## config.mk

```make
export PLATFORM = sky130hd
export DESIGN_NAME = inst_fetch_unit
export DESIGN_NICKNAME = d
export VERILOG_FILES = /design/src/rtl/inst_fetch_unit.sv
export SDC_FILE = /design/constraint.sdc
export NUM_CORES = 1
export LEC_CHECK = 0
export CORE_UTILIZATION = 30
export CTS_CLUSTER_DIAMETER = 120
export DETAILED_ROUTE_END_ITERATION = 8
export HOLD_SLACK_MARGIN = 0.1
export MAX_ROUTING_LAYER = met4
export PLACE_DENSITY = 0.68
export SETUP_SLACK_MARGIN = 0.15
export SYNTH_ARGS = -nofsm -noshare
export SYNTH_HDL_FRONTEND = slang
export SYNTH_SLANG_ARGS = --single-unit
```

## constraint.sdc

```tcl
create_clock -name clk -period 2.15 [get_ports clk]
set_clock_uncertainty 0.15 [all_clocks]
set_input_delay 0.43 -clock clk [delete_from_list [all_inputs] [get_ports clk]]
set_output_delay 0.43 -clock clk [all_outputs]
set_load 0.005 [all_outputs]
```

## src/rtl/inst_fetch_unit.sv

```systemverilog
// Instruction-side sram-like fetch master: one word per PC, buffered until F/D accepts it.
// Optional alignment check (address error, no bus request) under `FETCH_ADEL_CHECK_EN.
module inst_fetch_unit #(
    parameter logic [31:0] RESET_PC = 32'hBFC0_0000
) (
    input  logic        clk,
    input  logic        rst,
    input  logic [31:0] pc_i,
    input  logic        stall_i,
    input  logic        flush_i,
    output logic        inst_req,
    output logic        inst_wr,
    output logic [1:0]  inst_size,
    output logic [31:0] inst_addr,
    output logic [31:0] inst_wdata,
    input  logic        inst_addr_ok,
    input  logic        inst_data_ok,
    input  logic [31:0] inst_rdata,
    output logic [31:0] instr_o,
    output logic [31:0] instr_pc_o,
    output logic        instr_valid_o,
    output logic        adel_o,
    output logic        i_stall_o
);

    typedef enum logic [1:0] {
        IDLE = 2'd0,
        REQ  = 2'd1,
        WAIT = 2'd2,
        DONE = 2'd3
    } state_t;

    state_t      state;
    state_t      next_state;
    logic        cancel;
    logic [31:0] pc_buf;
    logic [31:0] instr_buf;
    logic        misalign;
    logic        adel_q;
    logic        accept;
    logic        capture;

`ifdef FETCH_ADEL_CHECK_EN
    assign misalign = (pc_i[1:0] != 2'b00);
`else
    assign misalign = 1'b0;
`endif

    // A misaligned PC seen during a flush is stale; wait for the new one.
    assign accept  = (state == REQ) && !misalign && inst_addr_ok;
    assign capture = (state == WAIT) && inst_data_ok && !cancel && !flush_i;

    always_ff @(posedge clk) begin
        if (rst) begin
            state <= IDLE;
        end else begin
            state <= next_state;
        end
    end

    always_comb begin
        next_state = state;
        unique case (state)
            IDLE: next_state = REQ;
            REQ: begin
                if (misalign) begin
                    next_state = flush_i ? REQ : DONE;
                end else if (inst_addr_ok) begin
                    next_state = WAIT;
                end
            end
            WAIT: begin
                if (inst_data_ok) begin
                    next_state = (cancel || flush_i) ? REQ : DONE;
                end
            end
            DONE: begin
                if (flush_i || !stall_i) begin
                    next_state = REQ;
                end
            end
            default: next_state = IDLE;
        endcase
    end

    always_ff @(posedge clk) begin
        if (rst) begin
            cancel    <= 1'b0;
            pc_buf    <= RESET_PC;
            instr_buf <= 32'h0;
        end else begin
            if (accept) begin
                cancel <= flush_i;
                pc_buf <= pc_i;
            end else if (state == WAIT) begin
                if (inst_data_ok) begin
                    cancel <= 1'b0;
                end else if (flush_i) begin
                    cancel <= 1'b1;
                end
            end
            if (capture) begin
                instr_buf <= inst_rdata;
            end
            if ((state == REQ) && misalign && !flush_i) begin
                pc_buf    <= pc_i;
                instr_buf <= 32'h0;
            end
        end
    end

`ifdef FETCH_ADEL_CHECK_EN
    always_ff @(posedge clk) begin
        if (rst) begin
            adel_q <= 1'b0;
        end else if ((state == REQ) && misalign && !flush_i) begin
            adel_q <= 1'b1;
        end else if ((state == DONE) && (next_state != DONE)) begin
            adel_q <= 1'b0;
        end
    end
`else
    assign adel_q = 1'b0;
`endif

    always_comb begin
        inst_req      = (state == REQ) && !misalign;
        inst_wr       = 1'b0;
        inst_size     = 2'b10;
        inst_addr     = pc_i;
        inst_wdata    = 32'h0;
        instr_valid_o = (state == DONE);
        i_stall_o     = (state != DONE);
        instr_o       = instr_valid_o ? instr_buf : 32'h0;
        instr_pc_o    = pc_buf;
        adel_o        = adel_q;
    end

endmodule
```

==> results of run 1 <==
==> cell families (layout without fill, tap and decap cells) <==
family | count (synthesis) | count (layout) | share of synthesized area [%]
fa+ha+maj | 4 | 4 | 1.50
other cells | 2 | 36 | 0.225
simple gates | 183 | 183 | 25.3
buf+inv | 97 | 208 | 19.9
flops | 67 | 67 | 40.3
compound gates | 60 | 60 | 12.8
==> worst max path at each step <==
| stage | slack [ns] | startpoint | to | cells past startpoint |
|---|---|---|---|---|
| 3_3_place_gp | 0.12 | flush_i | instr_buf[17]$_SDFFE_PP0P_ | 5 |
| 5_1_grt | 0.03 | state[0]$_SDFFE_PP0P_ | instr_o[3] | 6 |
| 3_5_place_dp | 0.11 | pc_i[1] | inst_addr[1] | 2 |
| 6_report | 0.08 | state[0]$_SDFFE_PP0P_ | instr_o[3] | 6 |
| 2_1_floorplan | 0.57 | state[0]$_SDFFE_PP0P_ | instr_o[16] | 3 |
| 4_1_cts | 0.01 | state[1]$_SDFFE_PP0P_ | instr_o[16] | 5 |
==> registers in the layout (all words and copies together) (netlist names) <==
name        count
instr_buf      32
state           2
cancel          1
instr_pc_o     32
==> power groups by stage <==
| stage | Sequential, mW | Combinational (mW) | Clock (mW) |
|---|---|---|---|
| 2_1_floorplan | 1.36 | 0.288 | 0 |
| 3_3_place_gp | 1.36 | 0.562 | 0 |
| 3_5_place_dp | 1.36 | 0.566 | 0 |
| 4_1_cts | 1.34 | 0.584 | 0.936 |
| 5_1_grt | 1.34 | 0.638 | 0.991 |
| 6_report | 1.34 | 0.583 | 0.885 |
==> worst max-delay path, stage by stage (launching register included) <==
cell and delay [ns]:
dfxtp_4 0.35, ha_4 0.17, buf_12 0.13, buf_16 0.13, buf_12 0.12, and2_4 0.15, buf_6 0.11
==> synthesized netlist by cell type <==
cell type	n	area share (%)
nand2_1	120	14
a21oi_1	26	3.9
buf_2	11	1.7
a32o_1	1	0.30
inv_1	3	0.34
nand2_2	10	1.9
conb_1	2	0.23
dfxtp_1	67	40
a31oi_1	1	0.19
buf_8	1	0.45
a21oi_2	30	7.9
buf_6	2	0.68
and3_1	1	0.19
buf_4	69	16
nor3b_1	1	0.23
a211oi_1	1	0.23
and2_1	33	6.2
nor2_1	1	0.11
nand2b_1	2	0.38
buf_1	2	0.23
o2111a_1	1	0.34
clkbuf_1	8	0.90
and4_1	1	0.26
nand3_1	11	1.7
nor4bb_1	1	0.30
ha_1	4	1.5
nand3b_1	1	0.23
nand4bb_1	1	0.34
clkinv_1	1	0.11
==> final cells by class <==
| cell class | instances | area [µm²] | area share [%] |
|---|---|---|---|
| Clock inverter | 3 | 15.0 | 0.292 |
| Timing Repair Buffer | 189 | 1910 | 37.2 |
| Multi-Input combinational cell | 283 | 1530 | 29.7 |
| Sequential cell | 67 | 1350 | 26.2 |
| Clock buffer | 12 | 145 | 2.82 |
| Inverter | 4 | 15.0 | 0.292 |
| Tap cell | 140 | 175 | 3.41 |
==> per-stage QoR <==
step,util (%),hold slack [ns],total power [mW],setup WS [ns],instances
2_1_floorplan,-,0.282,1.65,0.571,447
6_report,47.4,0.271,2.80,0.0782,698
5_1_grt,47.4,0.270,2.97,0.0301,698
3_5_place_dp,44.3,0.295,1.93,0.107,672
4_1_cts,45.5,0.263,2.86,0.0106,696
3_3_place_gp,44.3,0.289,1.92,0.122,672
==> cell usage in the layout (no fill, tap or decap), types with 2 or more instances in the layout <==
cell,Yosys,final
a21oi_1,26,26
a21oi_2,30,30
and2_1,33,15
and2_4,0,18
buf_12,0,6
buf_2,11,21
buf_4,69,10
buf_6,2,13
clkbuf_1,8,2
clkbuf_8,0,10
clkdlybuf4s15_1,0,2
clkdlybuf4s50_1,0,101
clkinv_2,0,3
conb_1,2,36
dfxtp_1,67,65
dfxtp_4,0,2
dlygate4sd2_1,0,17
dlymetal6s2s_1,0,15
ha_1,4,2
inv_1,3,2
nand2_1,120,120
nand2_2,10,10
nand2b_1,2,2
nand3_1,11,11
==> what timing repair did <==
action                     in CTS  in global routing
pin swaps                       1                  6
setup endpoints to repair      51                 48
resized for setup             154                 51
setup buffers                   7                  1
cloned                          2                  1
==> routing by layer <==
layer | vias up | part of all wire, % | global-route usage, %
met4 | 0 | 1.1 | 4.89
li1 | 1487 | - | -
met5 | - | 0 | -
met1 | 1392 | 41 | 16.2
met2 | 101 | 53 | 27.1
met3 | 6 | 4.8 | 3.33
==> metrics.cfg, run 1 <==
[routing]
ant_nets = 0
drt-total-wl_mm = 8.66
wl_per_cell_um = 12.4
remaining_drc_errors = 0
drt_iter0_markers = 91
firstDrtPassIters = 5
vias = 2986
routed_via_density = 4.28

[setup_path]
reg2reg_depth = 8
critPathKind = flop to output pin
rrSetupSlack_ns = 0.34
timing.rr.end = state[1]$_SDFFE_PP0P_
r2r-start = state[0]$_SDFFE_PP0P_
cp-start-kind = flop
cp-end-kind = output pin
cp_data_arrival_time_ns = 1.49
cp_max_fo = 5
critical_path_required_ns = 1.57

[synth]
yosysWarnings = 0
synthCells = 413
synth-seq-cells = 67
ys_seq_area_share_pct = 40.3
syn_area_mm2 = 0.00333
ys_types = 29
syn_avg_cell_area_um2 = 8.07

[place]
place.gp.congestion = 0.726
dp_hpwl_mm = 5.98
port_buffers = 168
dpl_cell_area_mm2 = 0.00480

[min_path]
whs_endpoint = instr_buf[8]$_SDFFE_PP0P_
hold_depth = 2
hold_class = input pin to flop
min_from = rst

[timing]
clock.fmax_mhz = 483
period_share_pct = 96.4
finalHoldViolCount = 0
rsz0062_at_grt = true
final_max_slew_viol_count = 0
finalSetupViolations = 0
fin_crit_ns = 2.07
fin_tns_setup_ns = 0

[clock_network]
clk_pin_slew_worst_paths_ns = 0.07
clkLatencyLatePin_ns = 0.32
cts.sinks = 67
tritoncts = done
cts_root_buf = clkbuf_8
htreeDepth = 3
cts_hold_buf = 0
clock_path_buffers = 2
cts_made_buffers = 9

[cells_and_area]
diodes = 0
nFillCells = 1072
final_nets = 628
post-route-cell-area_mm2 = 0.00514
area_delta_synth_final_pct = 54.4
drive_above_1_share_pct = 23.5

[pwr]
power.density_mw_per_mm2 = 545
combPwrFrac_pct = 20.8
switchingPower_mw = 0.721
clkPwrFrac_pct = 31.6
ir_drop_mv = 0.328
seqPwrFrac_pct = 47.6
p_leak_nw = 2.17
swShare_pct = 25.7
p_int_mw = 2.08

[floorplanning]
die-width_um = 107
rows = 38
die_h_um = 107
start_util_pct = 30.7
core_area_mm2 = 0.0108
die-area_mm2 = 0.0115
io_pins = 205

[outcome]
status = complete, no violations

[global_route]
antenna_found_initial = 0
grt_pass1_wl_mm = 13.2
grt_pass1_vias = 2788
overflow = 0
grt_use_total_pct = 15.0
grt_max_degree = 34

[job]
cap_violations = 0

Power figures use the tool's default switching activity.
==> inputs of run 2 (changes only) <==
Settings changed: CAP_MARGIN from default to 20.
==> results of run 2 <==
Final layout, timing and power as in run 1 (identical DEF).
==> inputs of run 3 (changes only) <==
Settings changed: CAP_MARGIN 20 to default.
==> results of run 3 <==
Final layout, timing and power as in run 1 (identical DEF).
